===== src/rtl/sn74169_pkg.sv =====
// Shared encodings for the sn74169 command sequencer: op codes, FSM states,
// terminal-count values and the step-count preload helper.
package sn74169_pkg;

  localparam logic [1:0] OP_NOP      = 2'b00;
  localparam logic [1:0] OP_LOAD     = 2'b01;
  localparam logic [1:0] OP_COUNT_N  = 2'b10;
  localparam logic [1:0] OP_COUNT_TC = 2'b11;

  localparam logic [3:0] TC_UP = 4'hF;
  localparam logic [3:0] TC_DN = 4'h0;

  typedef enum logic [2:0] {
    ST_IDLE,
    ST_LOAD,
    ST_COUNT_N,
    ST_COUNT_TC,
    ST_DONE
  } state_e;

  // The timer completes on its zero flag, so it is preloaded with N-1
  // (a step count of 0 means 16).
  function automatic logic [7:0] steps_m1(input logic [3:0] d);
    return (d == 4'd0) ? 8'd15 : ({4'd0, d} - 8'd1);
  endfunction

endpackage


===== src/rtl/sn74169_ctrl_if.sv =====
// Command and counter-pin bundle between the sequencer (slave) and its
// environment: command source, sn74169 instance and status consumer (master).
interface sn74169_ctrl_if;
  logic       cmd_valid;
  logic       cmd_ready;
  logic [1:0] cmd_op;
  logic       cmd_dir;
  logic [3:0] cmd_data;
  logic [3:0] ctr_a;
  logic       ctr_loadb;
  logic       ctr_enpb;
  logic       ctr_entb;
  logic       ctr_udb;
  logic [3:0] ctr_q;
  logic       ctr_rcob;
  logic       busy;
  logic       done;
  logic       wrap;
  logic       err;
  logic [3:0] q_snap;

  modport slave (
    input  cmd_valid, cmd_op, cmd_dir, cmd_data, ctr_q, ctr_rcob,
    output cmd_ready, ctr_a, ctr_loadb, ctr_enpb, ctr_entb, ctr_udb,
           busy, done, wrap, err, q_snap
  );

  modport master (
    output cmd_valid, cmd_op, cmd_dir, cmd_data, ctr_q, ctr_rcob,
    input  cmd_ready, ctr_a, ctr_loadb, ctr_enpb, ctr_entb, ctr_udb,
           busy, done, wrap, err, q_snap
  );
endinterface


===== src/rtl/sn74169_ctrl_timer.sv =====
// Loadable 8-bit down-counter with zero flag; shared by the COUNT_N step
// count and the COUNT_TC timeout.
module sn74169_ctrl_timer (
  input  logic       clk,
  input  logic       rst_n,
  input  logic       i_load,
  input  logic [7:0] i_val,
  input  logic       i_dec,
  output logic       o_zero
);

  logic [7:0] r_cnt;

  always_ff @(posedge clk or negedge rst_n) begin
    if (!rst_n)                        r_cnt <= 8'd0;
    else if (i_load)                   r_cnt <= i_val;
    else if (i_dec && r_cnt != 8'd0)   r_cnt <= r_cnt - 8'd1;
  end

  assign o_zero = (r_cnt == 8'd0);

endmodule


===== src/rtl/sn74169_ctrl.sv =====
// Command sequencer driving an sn74169 up/down counter (LOAD, COUNT_N,
// COUNT_TC). Optional abort input when SN74169_CTRL_ABORT_EN is defined.
module sn74169_ctrl
  import sn74169_pkg::*;
#(
  parameter int TIMEOUT = 16
) (
  input  logic clk,
  input  logic rst_n,
`ifdef SN74169_CTRL_ABORT_EN
  input  logic abort,
`endif
  sn74169_ctrl_if.slave bus
);

  state_e     r_state;
  logic [3:0] r_a, r_q_snap;
  logic       r_loadb, r_enpb, r_entb, r_udb;
  logic       r_busy, r_done, r_wrap, r_err;

  logic       w_abort, w_accept, w_tmr_load, w_tmr_dec, w_tmr_zero;
  logic [7:0] w_tmr_val;

`ifdef SN74169_CTRL_ABORT_EN
  assign w_abort = abort;
`else
  assign w_abort = 1'b0;
`endif

  assign bus.cmd_ready = (r_state == ST_IDLE) && !w_abort;
  assign w_accept      = bus.cmd_valid && bus.cmd_ready;

  always_comb begin
    w_tmr_load = 1'b0;
    w_tmr_val  = 8'(TIMEOUT - 1);
    if (w_accept && bus.cmd_op == OP_COUNT_N) begin
      w_tmr_load = 1'b1;
      w_tmr_val  = steps_m1(bus.cmd_data);
    end else if (w_accept && bus.cmd_op == OP_COUNT_TC) begin
      w_tmr_load = 1'b1;
    end
  end

  assign w_tmr_dec = (r_state == ST_COUNT_N) || (r_state == ST_COUNT_TC);

  sn74169_ctrl_timer u_timer (
    .clk    (clk),
    .rst_n  (rst_n),
    .i_load (w_tmr_load),
    .i_val  (w_tmr_val),
    .i_dec  (w_tmr_dec),
    .o_zero (w_tmr_zero)
  );

  always_ff @(posedge clk or negedge rst_n) begin
    if (!rst_n) begin
      r_state  <= ST_IDLE;
      r_a      <= 4'd0;
      r_loadb  <= 1'b1;
      r_enpb   <= 1'b1;
      r_entb   <= 1'b1;
      r_udb    <= 1'b1;
      r_busy   <= 1'b0;
      r_done   <= 1'b0;
      r_wrap   <= 1'b0;
      r_err    <= 1'b0;
      r_q_snap <= 4'd0;
    end else if (r_state == ST_IDLE) begin
      if (w_accept && bus.cmd_op != OP_NOP) begin
        r_wrap <= 1'b0;
        r_err  <= 1'b0;
        r_busy <= 1'b1;
        case (bus.cmd_op)
          OP_LOAD: begin
            r_a     <= bus.cmd_data;
            r_loadb <= 1'b0;
            r_state <= ST_LOAD;
          end
          OP_COUNT_N: begin
            r_enpb  <= 1'b0;
            r_entb  <= 1'b0;
            r_udb   <= bus.cmd_dir;
            r_state <= ST_COUNT_N;
          end
          default: begin
            r_enpb  <= 1'b0;
            r_entb  <= 1'b0;
            r_udb   <= bus.cmd_dir;
            r_state <= ST_COUNT_TC;
          end
        endcase
      end
    end else if (w_abort) begin
      // Abort beats completion; wrap/err keep their previous values.
      r_state <= ST_IDLE;
      r_loadb <= 1'b1;
      r_enpb  <= 1'b1;
      r_entb  <= 1'b1;
      r_busy  <= 1'b0;
      r_done  <= 1'b0;
    end else begin
      case (r_state)
        ST_LOAD: begin
          r_loadb <= 1'b1;
          r_done  <= 1'b1;
          r_state <= ST_DONE;
        end
        ST_COUNT_N: begin
          if (w_tmr_zero) begin
            r_enpb  <= 1'b1;
            r_entb  <= 1'b1;
            r_done  <= 1'b1;
            r_state <= ST_DONE;
          end
        end
        ST_COUNT_TC: begin
          // RCOB low means the counter wraps on this very edge.
          if (!bus.ctr_rcob || w_tmr_zero) begin
            r_wrap  <= !bus.ctr_rcob;
            r_err   <= bus.ctr_rcob;
            r_enpb  <= 1'b1;
            r_entb  <= 1'b1;
            r_done  <= 1'b1;
            r_state <= ST_DONE;
          end
        end
        default: begin
          r_done   <= 1'b0;
          r_q_snap <= bus.ctr_q;
          r_busy   <= 1'b0;
          r_state  <= ST_IDLE;
        end
      endcase
    end
  end

  assign bus.ctr_a     = r_a;
  assign bus.ctr_loadb = r_loadb;
  assign bus.ctr_enpb  = r_enpb;
  assign bus.ctr_entb  = r_entb;
  assign bus.ctr_udb   = r_udb;
  assign bus.busy      = r_busy;
  assign bus.done      = r_done;
  assign bus.wrap      = r_wrap;
  assign bus.err       = r_err;
  assign bus.q_snap    = r_q_snap;

endmodule


===== src/flat_wrapper.sv =====
// flat-port wrapper written by rule: the top's interface ports become plain ports
module sn74169_ctrl_flat import sn74169_pkg::*;
#(
  parameter int TIMEOUT = 16
)
  (clk, rst_n, bus_cmd_valid, bus_cmd_op, bus_cmd_dir, bus_cmd_data, bus_ctr_q, bus_ctr_rcob, bus_cmd_ready, bus_ctr_a, bus_ctr_loadb, bus_ctr_enpb, bus_ctr_entb, bus_ctr_udb, bus_busy, bus_done, bus_wrap, bus_err, bus_q_snap);
  sn74169_ctrl_if bus_i ();
  input  logic clk;
  input  logic rst_n;
  input wire logic [$bits(bus_i.cmd_valid)-1:0] bus_cmd_valid;
  input wire logic [$bits(bus_i.cmd_op)-1:0] bus_cmd_op;
  input wire logic [$bits(bus_i.cmd_dir)-1:0] bus_cmd_dir;
  input wire logic [$bits(bus_i.cmd_data)-1:0] bus_cmd_data;
  input wire logic [$bits(bus_i.ctr_q)-1:0] bus_ctr_q;
  input wire logic [$bits(bus_i.ctr_rcob)-1:0] bus_ctr_rcob;
  output wire logic [$bits(bus_i.cmd_ready)-1:0] bus_cmd_ready;
  output wire logic [$bits(bus_i.ctr_a)-1:0] bus_ctr_a;
  output wire logic [$bits(bus_i.ctr_loadb)-1:0] bus_ctr_loadb;
  output wire logic [$bits(bus_i.ctr_enpb)-1:0] bus_ctr_enpb;
  output wire logic [$bits(bus_i.ctr_entb)-1:0] bus_ctr_entb;
  output wire logic [$bits(bus_i.ctr_udb)-1:0] bus_ctr_udb;
  output wire logic [$bits(bus_i.busy)-1:0] bus_busy;
  output wire logic [$bits(bus_i.done)-1:0] bus_done;
  output wire logic [$bits(bus_i.wrap)-1:0] bus_wrap;
  output wire logic [$bits(bus_i.err)-1:0] bus_err;
  output wire logic [$bits(bus_i.q_snap)-1:0] bus_q_snap;
  assign bus_i.cmd_valid = bus_cmd_valid;
  assign bus_i.cmd_op = bus_cmd_op;
  assign bus_i.cmd_dir = bus_cmd_dir;
  assign bus_i.cmd_data = bus_cmd_data;
  assign bus_i.ctr_q = bus_ctr_q;
  assign bus_i.ctr_rcob = bus_ctr_rcob;
  assign bus_cmd_ready = bus_i.cmd_ready;
  assign bus_ctr_a = bus_i.ctr_a;
  assign bus_ctr_loadb = bus_i.ctr_loadb;
  assign bus_ctr_enpb = bus_i.ctr_enpb;
  assign bus_ctr_entb = bus_i.ctr_entb;
  assign bus_ctr_udb = bus_i.ctr_udb;
  assign bus_busy = bus_i.busy;
  assign bus_done = bus_i.done;
  assign bus_wrap = bus_i.wrap;
  assign bus_err = bus_i.err;
  assign bus_q_snap = bus_i.q_snap;
  sn74169_ctrl #(.TIMEOUT(TIMEOUT)) u_core (.clk(clk), .rst_n(rst_n), .bus(bus_i));
endmodule

===== config.mk =====
export PLATFORM = sky130hd
export DESIGN_NAME = sn74169_ctrl_flat
export DESIGN_NICKNAME = d
export VERILOG_FILES = /design/src/rtl/sn74169_pkg.sv /design/src/rtl/sn74169_ctrl_if.sv /design/src/rtl/sn74169_ctrl_timer.sv /design/src/rtl/sn74169_ctrl.sv /design/src/flat_wrapper.sv
export SDC_FILE = /design/constraint.sdc
export NUM_CORES = 1
export LEC_CHECK = 0
export BUFFER_PORTS_ARGS = -buffer_cell sky130_fd_sc_hd__buf_2
export CORE_UTILIZATION = 53
export DETAILED_ROUTE_END_ITERATION = 6
export HOLD_SLACK_MARGIN = 0.02
export PLACE_DENSITY = 0.78
export SYNTH_ARGS = -nofsm -noshare
export SYNTH_HDL_FRONTEND = slang
export SYNTH_SLANG_ARGS = --single-unit

===== constraint.sdc =====
create_clock -name clk -period 2.5 [get_ports clk]
set_clock_uncertainty 0.2 [all_clocks]
set_input_delay 0.5 -clock clk [delete_from_list [all_inputs] [get_ports clk]]
set_output_delay 0.5 -clock clk [all_outputs]
set_load 0.005 [all_outputs]

==> results of run 1 <==
-- final timing paths --
kind	start	to	slack (ns)	cells after the start
max	u_core.r_state[1]$_DFFE_PN0P_	bus_cmd_ready	0.48	2
min	bus_cmd_dir	u_core.bus.ctr_udb$_DFFE_PN1P_	0.15	3
min reg2reg	u_core.bus.ctr_udb$_DFFE_PN1P_	u_core.bus.ctr_udb$_DFFE_PN1P_	0.26	2
min in group asynchronous	rst_n	u_core.u_timer.r_cnt[4]$_DFFE_PN0P_	0.49	2
max in group asynchronous	rst_n	u_core.bus.ctr_loadb$_DFFE_PN1P_	1.23	2
max reg2reg	u_core.u_timer.r_cnt[0]$_DFFE_PN0P_	u_core.u_timer.r_cnt[4]$_DFFE_PN0P_	0.57	6
-- power by group --
group	total (uW)	internal, uW	switching (uW)
Sequential	819	628	191
Combinational	649	338	311
Clock	210	88.9	121
-- through the flow --
stage	setup WS, ns	util (%)
floorplan	0.7806	-
global placement	0.6387	62.36
detailed placement	0.5330	62.36
CTS	0.4824	64.21
global route	0.3697	64.21
finish	0.4819	64.21
-- cells in the final DEF (no fill, tap or decap), types with 5 or more instances in the layout --
cell type  Yosys  routed
buf_2          0      31
dfrtp_1       23      23
nor2_1         9       9
nand2_1        9       9
inv_1          8       8
a21oi_1        6       6
a211oi_1       5       5
-- flip-flops by register name (all words and copies together), names as in the netlist --
signal                cells
u_core.bus.done           1
u_core.bus.ctr_udb        1
u_core.bus.ctr_enpb       1
u_core.bus.err            1
u_core.bus.ctr_loadb      1
u_core.u_timer.r_cnt      8
u_core.bus.q_snap         4
u_core.bus.busy           1
u_core.bus.ctr_a          4
u_core.bus.wrap           1
u_core.r_state            3
-- logic make-up after synthesis --
| group | Yosys count | synth area share (%) |
|---|---|---|
| compound gates | 32 | 17.94 |
| mux | 8 | 6.332 |
| fa+ha+maj | 4 | 3.518 |
| buf+inv | 14 | 6.068 |
| flops | 26 | 46.00 |
| xor+xnor | 2 | 1.232 |
| simple gates | 42 | 18.91 |
-- routing by layer --
metal / GRT usage, % / wire [um] / vias up / part of all wire, %
li1: - / - / 532 / -
met1: 29.91 / 1223 / 513 / 45
met2: 38.48 / 1391 / 29 / 51
met3: 3.107 / 86 / 2 / 3.2
met4: 8.333 / 14 / 0 / 0.52
met5: 0 / 0 / - / 0
-- area by class of cell --
class	instances	area, um2
well taps	30	37.54
repair buffers	32	165.2
inverters	8	30.03
clock buffers	4	36.28
fillers	202	894.6
multi-input cells	88	681.9
flip-flops and latches	26	654.4
-- worst reg2reg max path, stage by stage (launching register included) --
cell	delay (ns)
dfrtp_1	0.42
inv_1	0.09
ha_1	0.20
nor4b_4	0.14
a21oi_2	0.39
a211oi_1	0.13
a311oi_1	0.26
-- what timing repair did --
action,CTS,global route
hold endpoints to repair,23,0
resized for setup,0,0
hold buffers,1,0
==> impl_metrics.yaml, run 1 <==
status:
  status: "finished, final reports clean"
global_route:
  first_global_vias: 1112
  grt_max_degree: 27
  grt_pass1_wl_um: 4788
  grtUsageTotal_pct: 22.92
  grt_overflow: 0
  antenna_found_initial: 0
worst_setup_path:
  arrival_ns: 1.32
  path_max_fanout: 9
  critPathKind: "register to output port"
  cp_top_family: "flip-flops"
  cpMaxStageDelayCell: "dfrtp_1"
  crit_path_cell_trace: "nor3_4 > buf_2"
  required_ns: 1.80
  cp.buffers_inverters: 1
  end_kind: "output port"
  cpPeakStageDelay_ns: 0.52
  startpoint_type: "register"
timing:
  tns_ns: 0
  setup_violations: 0
  hold_ws_ns: 0.1503
  final.period_utilization_pct: 80.72
  rsz0062_at_grt: "false"
  min_period_ns: 2.018
  slew_violations: 0
  relSlewSlack_pct: 62.50
  hold_viol: 0
  worstMarginPinSlew_ns: 0.5626
  max_freq_mhz: 495.5
floorplanning:
  die_h_um: 53.81
  die-width_um: 53.81
  io_pins: 32
  dieArea_um2: 2896
  num_rows: 18
  core_um2: 2500
  start_util_pct: 56.91
placed_design:
  numPortBuffers: 31
  place_inst: 183
  placed_cell_area_um2: 1559
  dp_hpwl_um: 2029
  routabilityCongestion: 0.8093
final_layout:
  fin_cells: 188
  num-nets-final: 178
  finalInstanceArea_um2: 1605
  drive_gt1_share_pct: 32.91
  antenna_cells: 0
  area_growth_pct: 12.84
power:
  total_power_uw: 1678
  power_density_nw_per_um2: 1045
  irDropWorstVdd_uv: 629.4
  p_leak_uw: 0.0007249
cts:
  clock_sinks: 26
  cts_tree: "built"
  post_cts_buffers: 0
  clkTransAtPathRegs_ns: 0.14
  h-tree-depth: 1
  insertion_delay_ns: 0.31
  cts.path.max_buffers: 2
  cts_buffers: 3
  clockRootBuffer: "clkbuf_4"
hold_path:
  hold_path_class: "primary input to register"
synthesis:
  synthTopCellsByCount: "23 x dfrtp_1, 9 x nand2_1, 9 x nor2_1"
  syn_area_per_cell_um2: 11.11
  ys_types: 44
  synthesis.instances: 128
  synth_nets: 147
  synth.most_common_cell: "dfrtp_1"
  synth-warning-count: 0
  async_flop_share_pct: 100.0
  syn_area_um2: 1423
  synth-edff-count: 0
  ys_seq_area_share_pct: 46.00
  ys_ff_latch: 26
  synthTopCellsByArea: "dfrtp_1 40%, dfstp_2 5.5%, ha_1 3.5%"
  synth_top_area_share_pct: 40.46
  yosys.area.top_type: "dfrtp_1"
  synth_flop_cell: "dfrtp_1"
drt:
  num_vias: 1076
  wl_per_cell_um: 14.45
  drt_pass1_iterations: 5
  drc: 0
  drt_iter0_markers: 19
  antenna_left: 0
  viasPerCell: 5.723
  drt_wl_total_um: 2717
run:
  max_cap_viol_count: 0
Note: power is estimated with default switching activity, not from simulation.
==> run 2, diff against run 1 <==
--- a/config.mk
+++ b/config.mk
@@ -6,10 +6,10 @@
 export NUM_CORES = 1
 export LEC_CHECK = 0
 export BUFFER_PORTS_ARGS = -buffer_cell sky130_fd_sc_hd__buf_2
-export CORE_UTILIZATION = 53
+export CORE_UTILIZATION = 48
 export DETAILED_ROUTE_END_ITERATION = 6
 export HOLD_SLACK_MARGIN = 0.02
-export PLACE_DENSITY = 0.78
+export PLACE_DENSITY = 0.75
 export SYNTH_ARGS = -nofsm -noshare
 export SYNTH_HDL_FRONTEND = slang
 export SYNTH_SLANG_ARGS = --single-unit
==> constraint.sdc (replaced) <==
create_clock -name clk -period 1.8 [get_ports clk]
set_clock_uncertainty 0.2 [all_clocks]
set_input_delay 0.36 -clock clk [delete_from_list [all_inputs] [get_ports clk]]
set_output_delay 0.36 -clock clk [all_outputs]
set_load 0.005 [all_outputs]
==> impl_metrics.yaml, run 2 (synthesis gave the netlist of run 1 again) <==
worst_setup_path:
  required_ns: 1.85
  startpoint_type: "register"
  path_max_fanout: 4
  arrival_ns: 1.88
  critPathKind: "register to register"
  end_kind: "register"
cts:
  clock_sinks: 26
  clkTransAtPathRegs_ns: 0.15
  cts.path.max_buffers: 2
  insertion_delay_ns: 0.33
  h-tree-depth: 1
  clockRootBuffer: "clkbuf_4"
  cts_buffers: 3
  cts_tree: "built"
timing:
  final.period_utilization_pct: 101.6
  relSlewSlack_pct: 60.47
  hold_ws_ns: 0.04507
  tns_ns: -0.05251
  hold_viol: 0
  setup_violations: 2
  rsz0062_at_grt: "true"
  worstMarginPinSlew_ns: 0.5930
  max_freq_mhz: 547.0
  min_period_ns: 1.828
  setup_slack_ns: -0.02806
  slew_violations: 0
drt:
  met2_length_um: 1662
  viasPerCell: 5.688
  wl_met1_um: 1463
  drt_iter0_markers: 25
  drc: 0
  antenna_left: 0
  wl_per_cell_um: 15.70
  drt_pass1_iterations: 4
  met3WireLength_um: 128
  drt_wl_total_um: 3266
  num_vias: 1183
  top_layer: "met4"
global_route:
  first_global_vias: 1189
  grt_max_degree: 27
  grtUsageTotal_pct: 21.05
  grt_overflow: 0
  antenna_found_initial: 0
  grt_pass1_wl_um: 5306
final_layout:
  largest-register: "u_core.u_timer.r_cnt"
  regArea_um2: 656.9
  layout_commonest_cell: "buf_2"
  finalInstanceArea_um2: 1826
  area_growth_pct: 28.32
  largest_register_ffs: 8
  antenna_cells: 0
  num-nets-final: 197
  drive_gt1_share_pct: 46.89
  fin_cells: 208
  final_cell_mix: "31 x buf_2, 21 x dfrtp_1, 17 x buf_4, 9 x nor2_1, 9 x nand2_1"
  postLayoutCoreUtil_pct: 65.63
  multi_input_area_um2: 760.7
  num-fill-cells: 199
floorplanning:
  num_rows: 19
  core_um2: 2781
  start_util_pct: 51.15
  dieArea_um2: 3185
  die-width_um: 56.44
  die_h_um: 56.44
  io_pins: 32
status:
  status: "finished, violations left"
  violations: "negative setup slack"
placed_design:
  placed_cell_area_um2: 1650
  routabilityCongestion: 0.8851
  place_inst: 196
  numPortBuffers: 31
  dp_hpwl_um: 2377
power:
  p_leak_uw: 0.0008270
  power_density_nw_per_um2: 1455
  irDropWorstVdd_uv: 1123
run:
  max_cap_viol_count: 0
hold_path:
  hold_path_class: "primary input to register"
==> run 2: cell count changes in the layout (fill, tap and decap cells not counted), sizes merged <==
cell         before  now
a21oi             7    8
dlygate4sd3       1    2
buf              31   48
==> run 2: worst paths after layout <==
kind	startpoint	end	slack, ns	cells after the start
min in group asynchronous	rst_n	u_core.u_timer.r_cnt[5]$_DFFE_PN0P_	0.35	2
hold reg to reg	u_core.bus.ctr_udb$_DFFE_PN1P_	u_core.bus.ctr_udb$_DFFE_PN1P_	0.27	2
max in group asynchronous	rst_n	u_core.r_state[1]$_DFFE_PN0P_	0.63	2
setup reg to reg	u_core.u_timer.r_cnt[1]$_DFFE_PN0P_	u_core.u_timer.r_cnt[2]$_DFFE_PN0P_	-0.03	7
hold / removal	bus_ctr_q[0]	u_core.bus.q_snap[0]$_DFFE_PN0P_	0.05	2
setup / recovery	u_core.u_timer.r_cnt[1]$_DFFE_PN0P_	u_core.u_timer.r_cnt[2]$_DFFE_PN0P_	-0.03	7
==> run 2: area by class of cell <==
| type | instances | area share, % |
|---|---|---|
| clock buffer | 4 | 1.988 |
| multi-input combinational | 89 | 41.67 |
| tap | 31 | 2.125 |
| sequential | 26 | 35.98 |
| timing repair buffer | 50 | 16.59 |
| inverter | 8 | 1.645 |
==> run 2: critical path, cell delays in order (launching register included) <==
cell     delay [ns]
dfrtp_1        0.41
inv_2          0.07
ha_4           0.15
nor4b_4        0.13
buf_4          0.16
and2_4         0.18
or3_4          0.33
a21oi_2        0.13
==> run 2: routing by layer <==
| metal | track usage, % | vias to the layer above |
|---|---|---|
| met2 | 35.80 | 34 |
| met4 | 6.620 | 0 |
| li1 | - | 570 |
| met1 | 28.14 | 577 |
| met3 | 2.304 | 2 |
| met5 | 0 | - |
==> run 2: stage by stage <==
step | setup slack [ns] | total power (uW)
global route | -0.07536 | 2823
detailed placement | -0.1188 | 2186
finish | -0.02806 | 2657
floorplan | 0.08063 | 1768
global placement | 0.01946 | 2135
CTS | 0.004217 | 2537
==> run 2: timing repair <==
action,4_1_cts,5_1_grt
gates resized for setup,8,9
pin swaps,3,8
setup buffers,1,4
gates cloned,0,1
endpoints found under the hold margin,24,0
setup endpoints to repair,13,13
hold buffers,2,0
==> run 2: where the power goes <==
| group | switching (uW) | leakage (uW) | internal (uW) |
|---|---|---|---|
| logic | 596 | 0.000501 | 647 |
| clock network | 177 | 0.0000210 | 124 |
| registers | 236 | 0.000305 | 877 |
==> run 3, diff against run 2 <==
--- a/config.mk
+++ b/config.mk
@@ -5,11 +5,12 @@
 export SDC_FILE = /design/constraint.sdc
 export NUM_CORES = 1
 export LEC_CHECK = 0
+export ABC_AREA = 1
 export BUFFER_PORTS_ARGS = -buffer_cell sky130_fd_sc_hd__buf_2
 export CORE_UTILIZATION = 48
 export DETAILED_ROUTE_END_ITERATION = 6
 export HOLD_SLACK_MARGIN = 0.02
-export PLACE_DENSITY = 0.75
+export PLACE_DENSITY = 0.74
 export SYNTH_ARGS = -nofsm -noshare
 export SYNTH_HDL_FRONTEND = slang
 export SYNTH_SLANG_ARGS = --single-unit
==> impl_metrics.yaml, run 3 <==
worst_setup_path:
  cp_top_family: "flip-flops"
  cpPeakStageDelay_ns: 0.45
  cpMaxStageDelayCell: "dfrtp_1"
  crit_path_cell_trace: "nor2_4 > nand2_2 > inv_2 > buf_2"
  required_ns: 1.24
  startpoint_type: "register"
  arrival_ns: 1.17
  end_kind: "output port"
  crit_path_start: "u_core.r_state[1]$_DFFE_PN0P_"
  r2r_slack_ns: 0.19
  timing.rr.start: "u_core.u_timer.r_cnt[0]$_DFFE_PN0P_"
  critPathKind: "register to output port"
  path_max_fanout: 3
  cp.buffers_inverters: 2
synthesis:
  synth_nets: 219
  synth-edff-count: 0
  synth_top_area_share_pct: 37.99
  syn_area_per_cell_um2: 7.576
  async_flop_share_pct: 100.0
  yosys.area.top_type: "dfrtp_1"
  synthesis.instances: 200
  ys_types: 22
  ys_seq_area_share_pct: 43.19
  synth.most_common_cell: "nand2_1"
  syn_area_um2: 1515
  synth_flop_cell: "dfrtp_1"
  synthTopCellsByArea: "dfrtp_1 38%, nand2_1 18%, nand3_1 7.3%"
  synth-warning-count: 0
  synthTopCellsByCount: "73 x nand2_1, 23 x dfrtp_1, 23 x inv_1"
  ys_ff_latch: 26
global_route:
  met1_usage_pct: 26.69
  grt_pass1_wl_um: 5278
  grt_overflow: 0
  use_met2_pct: 34.98
  grt_max_degree: 27
  first_global_vias: 1250
  antenna_found_initial: 0
  gr-usage-met3_pct: 2.009
  grt_busiest_layer: "met2"
  grtUsageTotal_pct: 20.18
placed_design:
  routabilityCongestion: 0.8790
  numPortBuffers: 31
  placed_cell_area_um2: 1692
  place_inst: 272
  dp_hpwl_um: 2211
final_layout:
  postLayoutCoreUtil_pct: 59.21
  fin_cells: 281
  final_cell_mix: "72 x nand2_1, 31 x buf_2, 22 x nand3_1, 22 x dfrtp_1, 20 x inv_1"
  finalInstanceArea_um2: 1793
  drive_gt1_share_pct: 25.74
  largest-register: "u_core.u_timer.r_cnt"
  num-nets-final: 257
  area_growth_pct: 18.33
  largest_register_ffs: 8
  num-fill-cells: 299
  layout_commonest_cell: "nand2_1"
  antenna_cells: 0
drt:
  drt_pass1_iterations: 4
  antenna_left: 0
  viasPerCell: 4.808
  drc: 0
  wl_per_cell_um: 10.36
  drt_iter0_markers: 46
  num_vias: 1351
  drt_wl_total_um: 2912
hold_path:
  hp-start: "bus_ctr_q[1]"
  hold_path_class: "primary input to register"
power:
  p_leak_uw: 0.0009820
  irDropWorstVdd_uv: 650.0
  power_density_nw_per_um2: 1612
timing:
  slew_violations: 0
  rsz0062_at_grt: "false"
  hold_viol: 0
  max_freq_mhz: 577.2
  setup_violations: 0
  final.period_utilization_pct: 96.24
  worstMarginPinSlew_ns: 0.5710
  tns_ns: 0
  min_period_ns: 1.732
  hold_ws_ns: 0.03442
  relSlewSlack_pct: 61.93
floorplanning:
  num_rows: 20
  start_util_pct: 50.04
  core_um2: 3028
  dieArea_um2: 3385
  die_h_um: 58.19
  io_pins: 32
  die-width_um: 58.19
cts:
  h-tree-depth: 1
  cts_buffers: 3
  cts_tree: "built"
  cts.path.max_buffers: 2
  clockRootBuffer: "clkbuf_4"
  clkTransAtPathRegs_ns: 0.14
  clock_sinks: 26
  insertion_delay_ns: 0.32
status:
  status: "finished, final reports clean"
run:
  max_cap_viol_count: 0
run 3: worst paths after layout:
kind                                                             to  cells after the start
max in group asynchronous             u_core.r_state[2]$_DFFE_PN0P_                      2
min in group asynchronous               u_core.bus.done$_DFFE_PN0P_                      2
worst max register to register  u_core.u_timer.r_cnt[4]$_DFFE_PN0P_                     10
worst min-delay path               u_core.bus.q_snap[1]$_DFFE_PN0P_                      3
worst max-delay path                                  bus_cmd_ready                      4
worst min register to register      u_core.bus.ctr_enpb$_DFFE_PN1P_                      2
run 3: stage by stage:
stage / setup slack (ns) / total power, uW
after detailed placement: 0.1400 / 2457
final: 0.06763 / 2890
after global placement: 0.1643 / 2434
after CTS: 0.03960 / 2911
after global routing: 0.002687 / 3193
after floorplan: 0.2308 / 2094
run 3: final cells by class:
type | count | area [um2] | area share [%]
multi-input combinational | 146 | 730.7 | 40.75
sequential | 26 | 655.6 | 36.57
timing repair buffer | 37 | 207.7 | 11.58
inverter | 24 | 91.34 | 5.094
tap | 44 | 55.05 | 3.070
clock inverter | 1 | 30.03 | 1.675
clock buffer | 3 | 22.52 | 1.256
run 3: cells by family after synthesis:
logic type,count (synthesis),synth area share (%)
AO/OA/AOI/OAI,15,5.450
XOR/XNOR,2,1.156
adder cells (fa/ha/maj),4,3.303
buffers and inverters,28,8.753
flip-flops,26,43.19
AND/OR/NAND/NOR,125,38.15
run 3: per-layer routing:
metal	vias to the layer above	routed length [um]
met5	-	0
met4	0	38
met3	4	86
met2	25	1417
met1	612	1370
li1	710	-
run 3: worst min-delay path, stage by stage:
cell	delay, ns
buf_2	0.08
nand2_1	0.04
nand2_1	0.06
run 3: repair_timing:
action                                  4_1_cts  5_1_grt
cloned                                        0        0
setup buffers                                 2        0
endpoints found under the setup margin        1        7
hold endpoints to repair                     25        0
pin swaps                                     1        1
hold buffers                                  3        0
resized for setup                             2        3
run 3: where the power goes:
part | internal (uW) | switching, uW
Clock | 225 | 173
Combinational | 588 | 843
Sequential | 876 | 185
Total | 1690 | 1200
